--- config.mk ---
export PLATFORM = sky130hd
export DESIGN_NAME = uart_inst_loader_flat
export DESIGN_NICKNAME = d
export VERILOG_FILES = /design/src/rtl/uart_inst_loader_if.sv /design/src/rtl/uart_inst_loader.sv /design/src/flat_wrapper.sv
export SDC_FILE = /design/constraint.sdc
export NUM_CORES = 1
export LEC_CHECK = 0
export ABC_AREA = 1
export BUFFER_PORTS_ARGS = -buffer_cell sky130_fd_sc_hd__buf_4
export CAP_MARGIN = 20
export CORE_ASPECT_RATIO = 1.1
export CORE_MARGIN = 4
export CORE_UTILIZATION = 63
export CTS_CLUSTER_SIZE = 12
export DETAILED_ROUTE_END_ITERATION = 6
export PLACE_DENSITY = 0.84
export SLEW_MARGIN = 40
export SYNTH_ARGS = -nofsm -noshare
export SYNTH_HDL_FRONTEND = slang
export SYNTH_SLANG_ARGS = --single-unit
--- constraint.sdc ---
create_clock -name CLK -period 9.4 [get_ports CLK]
set_input_delay 0.94 -clock CLK [delete_from_list [all_inputs] [get_ports CLK]]
set_output_delay 0.94 -clock CLK [all_outputs]
set_load 0.05 [all_outputs]
--- src/rtl/uart_inst_loader_if.sv ---
// Boot-loader bus: serial input plus the instruction-memory write port and status flags.
// master = loader side, slave = memory / core / LED side.
interface uart_inst_loader_if #(
    parameter int ADDR_W = 8
);
    logic              UART_RX;
    logic              INST_WE;
    logic [ADDR_W-1:0] INST_WADDR;
    logic [31:0]       INST_WDATA;
    logic [ADDR_W:0]   WORDS_LOADED;
    logic              BUSY;
    logic              DONE;
    logic              ERR;

    modport master (
        input  UART_RX,
        output INST_WE, INST_WADDR, INST_WDATA, WORDS_LOADED, BUSY, DONE, ERR
    );

    modport slave (
        output UART_RX,
        input  INST_WE, INST_WADDR, INST_WDATA, WORDS_LOADED, BUSY, DONE, ERR
    );
endinterface

--- src/rtl/uart_inst_loader.sv ---
// UART program loader: 8N1 receiver feeding a length-prefixed big-endian word assembler.
// Define UART_INST_LOADER_CHECKSUM_EN to require a trailing XOR checksum byte.
module uart_inst_loader #(
    parameter int CLKS_PER_BIT = 868,
    parameter int ADDR_W       = 8,
    parameter int MAX_WORDS    = 200
) (
    input  logic               CLK,
    input  logic               RST,
    uart_inst_loader_if.master bus
);

    localparam int              CNT_W     = $clog2(CLKS_PER_BIT);
    localparam logic [CNT_W-1:0] BIT_LAST  = CNT_W'(CLKS_PER_BIT - 1);
    localparam logic [CNT_W-1:0] HALF_LAST = CNT_W'(CLKS_PER_BIT / 2 - 1);
    localparam logic [CNT_W-1:0] CNT_ONE   = CNT_W'(1);
    localparam logic [ADDR_W:0]  WORD_ONE  = (ADDR_W + 1)'(1);

    typedef enum logic [1:0] {RX_IDLE, RX_START, RX_DATA, RX_STOP} rx_state_t;
    typedef enum logic [2:0] {LD_HDR, LD_DATA, LD_CSUM, LD_DONE, LD_ERROR} ld_state_t;

    logic             rx_meta_reg;
    logic             rx_sync_reg;
    logic             rx_prev_reg;
    rx_state_t        rx_state_reg;
    logic [CNT_W-1:0] rx_cnt_reg;
    logic [2:0]       rx_bit_reg;
    logic [7:0]       rx_shift_reg;
    logic [7:0]       rx_byte_reg;
    logic             byte_valid_reg;
    logic             frame_err_reg;
    logic             rx_started_reg;

    ld_state_t        ld_state_reg;
    logic [1:0]       byte_cnt_reg;
    logic [23:0]      shift_reg;
    logic [ADDR_W:0]  n_reg;
    logic             inst_we_reg;
    logic [ADDR_W-1:0] inst_waddr_reg;
    logic [31:0]      inst_wdata_reg;
    logic [ADDR_W:0]  words_loaded_reg;
    logic             busy_reg;
    logic             done_reg;
    logic             err_reg;
`ifdef UART_INST_LOADER_CHECKSUM_EN
    logic [7:0]       csum_reg;
`endif

    // Word formed by the three previous bytes plus the byte arriving now.
    logic [31:0] word_next;
    assign word_next = {shift_reg, rx_byte_reg};

    always_ff @(posedge CLK or posedge RST) begin
        if (RST) begin
            rx_meta_reg <= 1'b1;
            rx_sync_reg <= 1'b1;
        end else begin
            rx_meta_reg <= bus.UART_RX;
            rx_sync_reg <= rx_meta_reg;
        end
    end

    always_ff @(posedge CLK or posedge RST) begin
        if (RST) begin
            rx_state_reg   <= RX_IDLE;
            rx_prev_reg    <= 1'b1;
            rx_cnt_reg     <= '0;
            rx_bit_reg     <= '0;
            rx_shift_reg   <= '0;
            rx_byte_reg    <= '0;
            byte_valid_reg <= 1'b0;
            frame_err_reg  <= 1'b0;
            rx_started_reg <= 1'b0;
        end else begin
            byte_valid_reg <= 1'b0;
            frame_err_reg  <= 1'b0;
            rx_started_reg <= 1'b0;
            rx_prev_reg    <= rx_sync_reg;
            case (rx_state_reg)
                RX_IDLE: begin
                    rx_cnt_reg <= '0;
                    if (rx_prev_reg && !rx_sync_reg)
                        rx_state_reg <= RX_START;
                end
                RX_START: begin
                    if (rx_cnt_reg == HALF_LAST) begin
                        rx_cnt_reg <= '0;
                        // A line already back high at mid-bit was only a glitch.
                        if (rx_sync_reg) begin
                            rx_state_reg <= RX_IDLE;
                        end else begin
                            rx_state_reg   <= RX_DATA;
                            rx_bit_reg     <= '0;
                            rx_started_reg <= 1'b1;
                        end
                    end else begin
                        rx_cnt_reg <= rx_cnt_reg + CNT_ONE;
                    end
                end
                RX_DATA: begin
                    if (rx_cnt_reg == BIT_LAST) begin
                        rx_cnt_reg   <= '0;
                        rx_shift_reg <= {rx_sync_reg, rx_shift_reg[7:1]};
                        if (rx_bit_reg == 3'd7)
                            rx_state_reg <= RX_STOP;
                        else
                            rx_bit_reg <= rx_bit_reg + 3'd1;
                    end else begin
                        rx_cnt_reg <= rx_cnt_reg + CNT_ONE;
                    end
                end
                RX_STOP: begin
                    if (rx_cnt_reg == BIT_LAST) begin
                        rx_cnt_reg   <= '0;
                        rx_state_reg <= RX_IDLE;
                        if (rx_sync_reg) begin
                            byte_valid_reg <= 1'b1;
                            rx_byte_reg    <= rx_shift_reg;
                        end else begin
                            frame_err_reg <= 1'b1;
                        end
                    end else begin
                        rx_cnt_reg <= rx_cnt_reg + CNT_ONE;
                    end
                end
                default: rx_state_reg <= RX_IDLE;
            endcase
        end
    end

    always_ff @(posedge CLK or posedge RST) begin
        if (RST) begin
            ld_state_reg     <= LD_HDR;
            byte_cnt_reg     <= '0;
            shift_reg        <= '0;
            n_reg            <= '0;
            inst_we_reg      <= 1'b0;
            inst_waddr_reg   <= '0;
            inst_wdata_reg   <= '0;
            words_loaded_reg <= '0;
            busy_reg         <= 1'b0;
            done_reg         <= 1'b0;
            err_reg          <= 1'b0;
`ifdef UART_INST_LOADER_CHECKSUM_EN
            csum_reg         <= '0;
`endif
        end else begin
            inst_we_reg <= 1'b0;
            if (frame_err_reg && ld_state_reg != LD_DONE && ld_state_reg != LD_ERROR) begin
                ld_state_reg <= LD_ERROR;
                err_reg      <= 1'b1;
                busy_reg     <= 1'b0;
            end else begin
                case (ld_state_reg)
                    LD_HDR: begin
                        if (rx_started_reg)
                            busy_reg <= 1'b1;
                        if (byte_valid_reg) begin
                            shift_reg    <= word_next[23:0];
                            byte_cnt_reg <= byte_cnt_reg + 2'd1;
                            if (byte_cnt_reg == 2'd3) begin
                                if (word_next == 32'd0) begin
`ifdef UART_INST_LOADER_CHECKSUM_EN
                                    ld_state_reg <= LD_CSUM;
`else
                                    ld_state_reg <= LD_DONE;
                                    done_reg     <= 1'b1;
                                    busy_reg     <= 1'b0;
`endif
                                end else if (word_next > 32'(MAX_WORDS)) begin
                                    ld_state_reg <= LD_ERROR;
                                    err_reg      <= 1'b1;
                                    busy_reg     <= 1'b0;
                                end else begin
                                    ld_state_reg <= LD_DATA;
                                    n_reg        <= word_next[ADDR_W:0];
                                end
                            end
                        end
                    end
                    LD_DATA: begin
                        if (byte_valid_reg) begin
                            shift_reg    <= word_next[23:0];
                            byte_cnt_reg <= byte_cnt_reg + 2'd1;
`ifdef UART_INST_LOADER_CHECKSUM_EN
                            csum_reg     <= csum_reg ^ rx_byte_reg;
`endif
                            if (byte_cnt_reg == 2'd3) begin
                                inst_we_reg      <= 1'b1;
                                inst_waddr_reg   <= words_loaded_reg[ADDR_W-1:0];
                                inst_wdata_reg   <= word_next;
                                words_loaded_reg <= words_loaded_reg + WORD_ONE;
                            end
                        end else if (inst_we_reg && words_loaded_reg == n_reg) begin
                            // Last word is on the port this cycle; finish on the next.
`ifdef UART_INST_LOADER_CHECKSUM_EN
                            ld_state_reg <= LD_CSUM;
`else
                            ld_state_reg <= LD_DONE;
                            done_reg     <= 1'b1;
                            busy_reg     <= 1'b0;
`endif
                        end
                    end
`ifdef UART_INST_LOADER_CHECKSUM_EN
                    LD_CSUM: begin
                        if (byte_valid_reg) begin
                            busy_reg <= 1'b0;
                            if (rx_byte_reg == csum_reg) begin
                                ld_state_reg <= LD_DONE;
                                done_reg     <= 1'b1;
                            end else begin
                                ld_state_reg <= LD_ERROR;
                                err_reg      <= 1'b1;
                            end
                        end
                    end
`endif
                    default: ;
                endcase
            end
        end
    end

    assign bus.INST_WE      = inst_we_reg;
    assign bus.INST_WADDR   = inst_waddr_reg;
    assign bus.INST_WDATA   = inst_wdata_reg;
    assign bus.WORDS_LOADED = words_loaded_reg;
    assign bus.BUSY         = busy_reg;
    assign bus.DONE         = done_reg;
    assign bus.ERR          = err_reg;

endmodule

--- src/flat_wrapper.sv ---
// flat-port wrapper written by rule: the top's interface ports become plain ports
module uart_inst_loader_flat 
#(
    parameter int CLKS_PER_BIT = 868,
    parameter int ADDR_W       = 8,
    parameter int MAX_WORDS    = 200
)
  (CLK, RST, bus_UART_RX, bus_INST_WE, bus_INST_WADDR, bus_INST_WDATA, bus_WORDS_LOADED, bus_BUSY, bus_DONE, bus_ERR);
  uart_inst_loader_if #(.ADDR_W(ADDR_W)) bus_i ();
  input  logic CLK;
  input  logic RST;
  input wire logic [$bits(bus_i.UART_RX)-1:0] bus_UART_RX;
  output wire logic [$bits(bus_i.INST_WE)-1:0] bus_INST_WE;
  output wire logic [$bits(bus_i.INST_WADDR)-1:0] bus_INST_WADDR;
  output wire logic [$bits(bus_i.INST_WDATA)-1:0] bus_INST_WDATA;
  output wire logic [$bits(bus_i.WORDS_LOADED)-1:0] bus_WORDS_LOADED;
  output wire logic [$bits(bus_i.BUSY)-1:0] bus_BUSY;
  output wire logic [$bits(bus_i.DONE)-1:0] bus_DONE;
  output wire logic [$bits(bus_i.ERR)-1:0] bus_ERR;
  assign bus_i.UART_RX = bus_UART_RX;
  assign bus_INST_WE = bus_i.INST_WE;
  assign bus_INST_WADDR = bus_i.INST_WADDR;
  assign bus_INST_WDATA = bus_i.INST_WDATA;
  assign bus_WORDS_LOADED = bus_i.WORDS_LOADED;
  assign bus_BUSY = bus_i.BUSY;
  assign bus_DONE = bus_i.DONE;
  assign bus_ERR = bus_i.ERR;
  uart_inst_loader #(.CLKS_PER_BIT(CLKS_PER_BIT), .ADDR_W(ADDR_W), .MAX_WORDS(MAX_WORDS)) u_core (.CLK(CLK), .RST(RST), .bus(bus_i));
endmodule
==> key figures <==
Synthesis
  • Sequential area share after synthesis: 0.578
  • Commonest cells post-synth: nand2_1 (174), dfrtp_1 (125), inv_1 (83)
  • Syn avg cell area: slightly below 9 um^2
  • Synth warn: 0
  • Net Count, Synth: 643
  • Post-synth ARST share: 1.00
  • Number of flops mapped to enable cells by yosys: 0
  • Top cells by area, synth: dfrtp_1 (56%), nand2_1 (12%), inv_1 (5.6%), o21ai_1 (4.8%), o21ai_0 (4.0%)
  • Ys flop type: dfrtp_1
  • Synthesized flop and latch total: between 100 and 150
  • Synth area leader: dfrtp_1
  • Synth top area share: 0.563
  • Most numerous cell in the Yosys netlist: nand2_1
  • Mapped Cells: around 630
  • Mapped Area: 0.00555 mm^2
  • Distinct cell type count after synthesis: 35

Global route
  • Gr usage total: 0.251
  • Number of global-route vias before repair: 4,585
  • Largest net degree at the start of global routing: 85
  • First-pass GRT wire length: roughly 21 mm
  • Initial antenna violation count: 0
  • Grt ovf: 0

Timing
  • Crit path time final: around 2.3 ns
  • Setup TNS: 0 ns
  • RSZ-0062 raised after global routing: false
  • Setup-failing EPs final: 0
  • Slew @ Worst Pin: 0.787 ns
  • Clk_skew: around 0.0065 ns
  • FMAX: 429 MHz
  • Hold Vio Cnt, Final: 0
  • Tcrit/Tclk final: 0.248
  • Final WS setup: 7.07 ns
  • Slew Viols, Final: 0
  • Slew HR: 0.475

Pwr
  • Sw Ratio: 0.229
  • Cell Pwr Density: 200 mW/mm^2
  • Lkg Pwr: 3.26 nW
  • Max IR drop VDD: 0.196 mV
  • Design Power: 1.33 mW
  • Int Power: 1.03 mW
  • Net Sw Power: between 300 and 400 uW
  • Clk pwr share: 0.516
  • Gate power share: 0.049
  • Flop pwr share: 0.435

Critical path
  • Reg2reg path depth: 8
  • Worst reg2reg endpoint: u_core.bus.WORDS_LOADED[2]
  • Reg2Reg Setup Slack: approximately 7 ns
  • Crit start category: flop
  • Worst path arrival time: approximately 2.8 ns
  • Setup CP Type: flop to flop
  • Worst r2r src: u_core.byte_cnt_reg[0]
  • CP endpoint kind: flop
  • Worst endpoint required time: 9.83 ns
  • Worst-path fanout max: 84

Final layout
  • Seq. cell area: between 0.003 and 0.004 mm^2
  • Multi-input logic area: around 0.002 mm^2
  • Post-Layout Cell Count: 814
  • Max reg flops: 32
  • Fraction of layout cells with a size suffix above 1: 0.154
  • Finished Cell Area: roughly 0.0067 mm^2
  • Fillers: around 520
  • Area grow syn2layout: 20.0%
  • Final net count: 700
  • Antenna diodes: 0

Min path
  • Hold EP: u_core.rx_sync_reg
  • Worst Min Path Start: u_core.rx_meta_reg
  • Hold crit path type: flop to flop
  • Hold path depth: 0

Placement
  • Post-Place Setup Slack: about 7.2 ns
  • Hpwl dp: 7.74 mm
  • Post-Place Cells: ~780
  • Port Buffers: 55
  • Placement Cell Area: a little over 0.006 mm^2
  • GPL Wtd Cong: about 0.9

Detailed routing
  • DRC: 0
  • TritonRoute pass-1 iters: 5
  • Number of routed nets with antenna violations: 0
  • Wire per inst: ~15 um
  • Post-Route WL: approximately 12 mm
  • DR vias: ~4,500
  • Starting DRT DRC Count: ~260
  • Vias per cell: 5.53

Clock network
  • CTS Buffer Depth: 2
  • Clk sinks: ~130
  • Root Buffer: clkbuf_8
  • Clock transition at path regs: 0.06 ns
  • CTS tree: built
  • Post_cts resized: 0
  • Hold-fix buffers, CTS: 0
  • TritonCTS buffer count: 17
  • Clock H-tree levels: 4
  • Setup Buffers After CTS: 0
  • Clock latency on the worst-skew pair: between 0.5 and 0.6 ns

Floorplanning
  • FP Rows: 35
  • Boundary Pins: 56
  • Horiz. Die Dim: 97.5 um
  • Die area: ~0.010 mm^2
  • Die Height: approximately 110 um
  • Initial Util: 0.654
  • Core area: ~0.0085 mm^2

Flow run
  • Max-cap violations: 0

Outcome
  • Status: finished, final reports clean
## critical path, cell delays in order, from the launching register on
cell and delay (ns):
dfrtp_1 0.40, ha_1 0.23, nand2_1 0.17, inv_1 0.11
nand2_2 0.08, buf_4 0.60, inv_1 0.28, nand2_1 0.17
xor2_1 0.18
## worst max path at each step
stage,startpoint,endpoint,depth (start not counted)
final,u_core.byte_cnt_reg[0],u_core.bus.WORDS_LOADED[2],8
after global routing,u_core.byte_cnt_reg[0],u_core.bus.WORDS_LOADED[2],8
after CTS,u_core.byte_cnt_reg[0],u_core.bus.WORDS_LOADED[2],8
after detailed placement,RST,u_core.rx_shift_reg[7],3
after global placement,RST,u_core.rx_bit_reg[0],3
after floorplan,RST,async pin,1
## logic make-up after synthesis
kind of cell,after synthesis,synth area share
AND/OR/NAND/NOR,277,0.215
flip-flops,128,0.578
AO/OA/AOI/OAI,106,0.0978
buffers and inverters,103,0.0732
XOR/XNOR,13,0.0205
adder cells (fa/ha/maj),6,0.0135
multiplexers,1,0.00270
## power by group through the flow
| stage | logic (mW) | clock network (mW) | registers, mW |
|---|---|---|---|
| finish | 0.0647 | 0.687 | 0.580 |
| global route | 0.0749 | 0.718 | 0.581 |
| CTS | 0.0650 | 0.692 | 0.579 |
| detailed placement | 0.0644 | 0 | 0.588 |
| global placement | 0.0610 | 0 | 0.587 |
| floorplan | 0.0570 | 0 | 0.580 |
## per-stage QoR
stage,util,hold slack (ns)
finish,0.784,0.358
global route,0.784,0.365
CTS,0.784,0.362
detailed placement,0.711,0.354
global placement,0.710,0.347
floorplan,-,0.345
## metal layers
| layer | vias up | wire length, um | part of all wire | global-route usage |
|---|---|---|---|---|
| li1 | 2130 | - | - | - |
| met1 | 2175 | 4800 | 0.39 | 0.278 |
| met2 | 160 | 6510 | 0.53 | 0.452 |
| met3 | 38 | 577 | 0.047 | 0.0650 |
| met4 | 0 | 368 | 0.030 | 0.117 |
| met5 | - | 0 | 0 | 0 |
## cell type report
class,instances,share of cell area
sequential,128,0.481
inverter,84,0.0477
multi-input combinational,403,0.291
tap,111,0.0208
timing repair buffer,57,0.0648
clock buffer,19,0.0663
clock inverter,12,0.0276
## cell usage in the layout (no fill, tap or decap), drive strengths merged
cell type / n
nor2: 55
xor2: 9
bufinv: 4
mux2: 1
clkbuf: 19
or2: 1
o21ai: 97
dfstp: 3
buf: 57
nor3: 8
nand4: 11
a21oi: 4
and3: 1
o211ai: 3
inv: 85
xnor2: 4
clkinvlp: 2
nor4: 1
nand3: 23
nor3b: 1
clkinv: 5
ha: 6
dfrtp: 125
nand2: 176
o21a: 2
(Power assumes the default switching activity.)
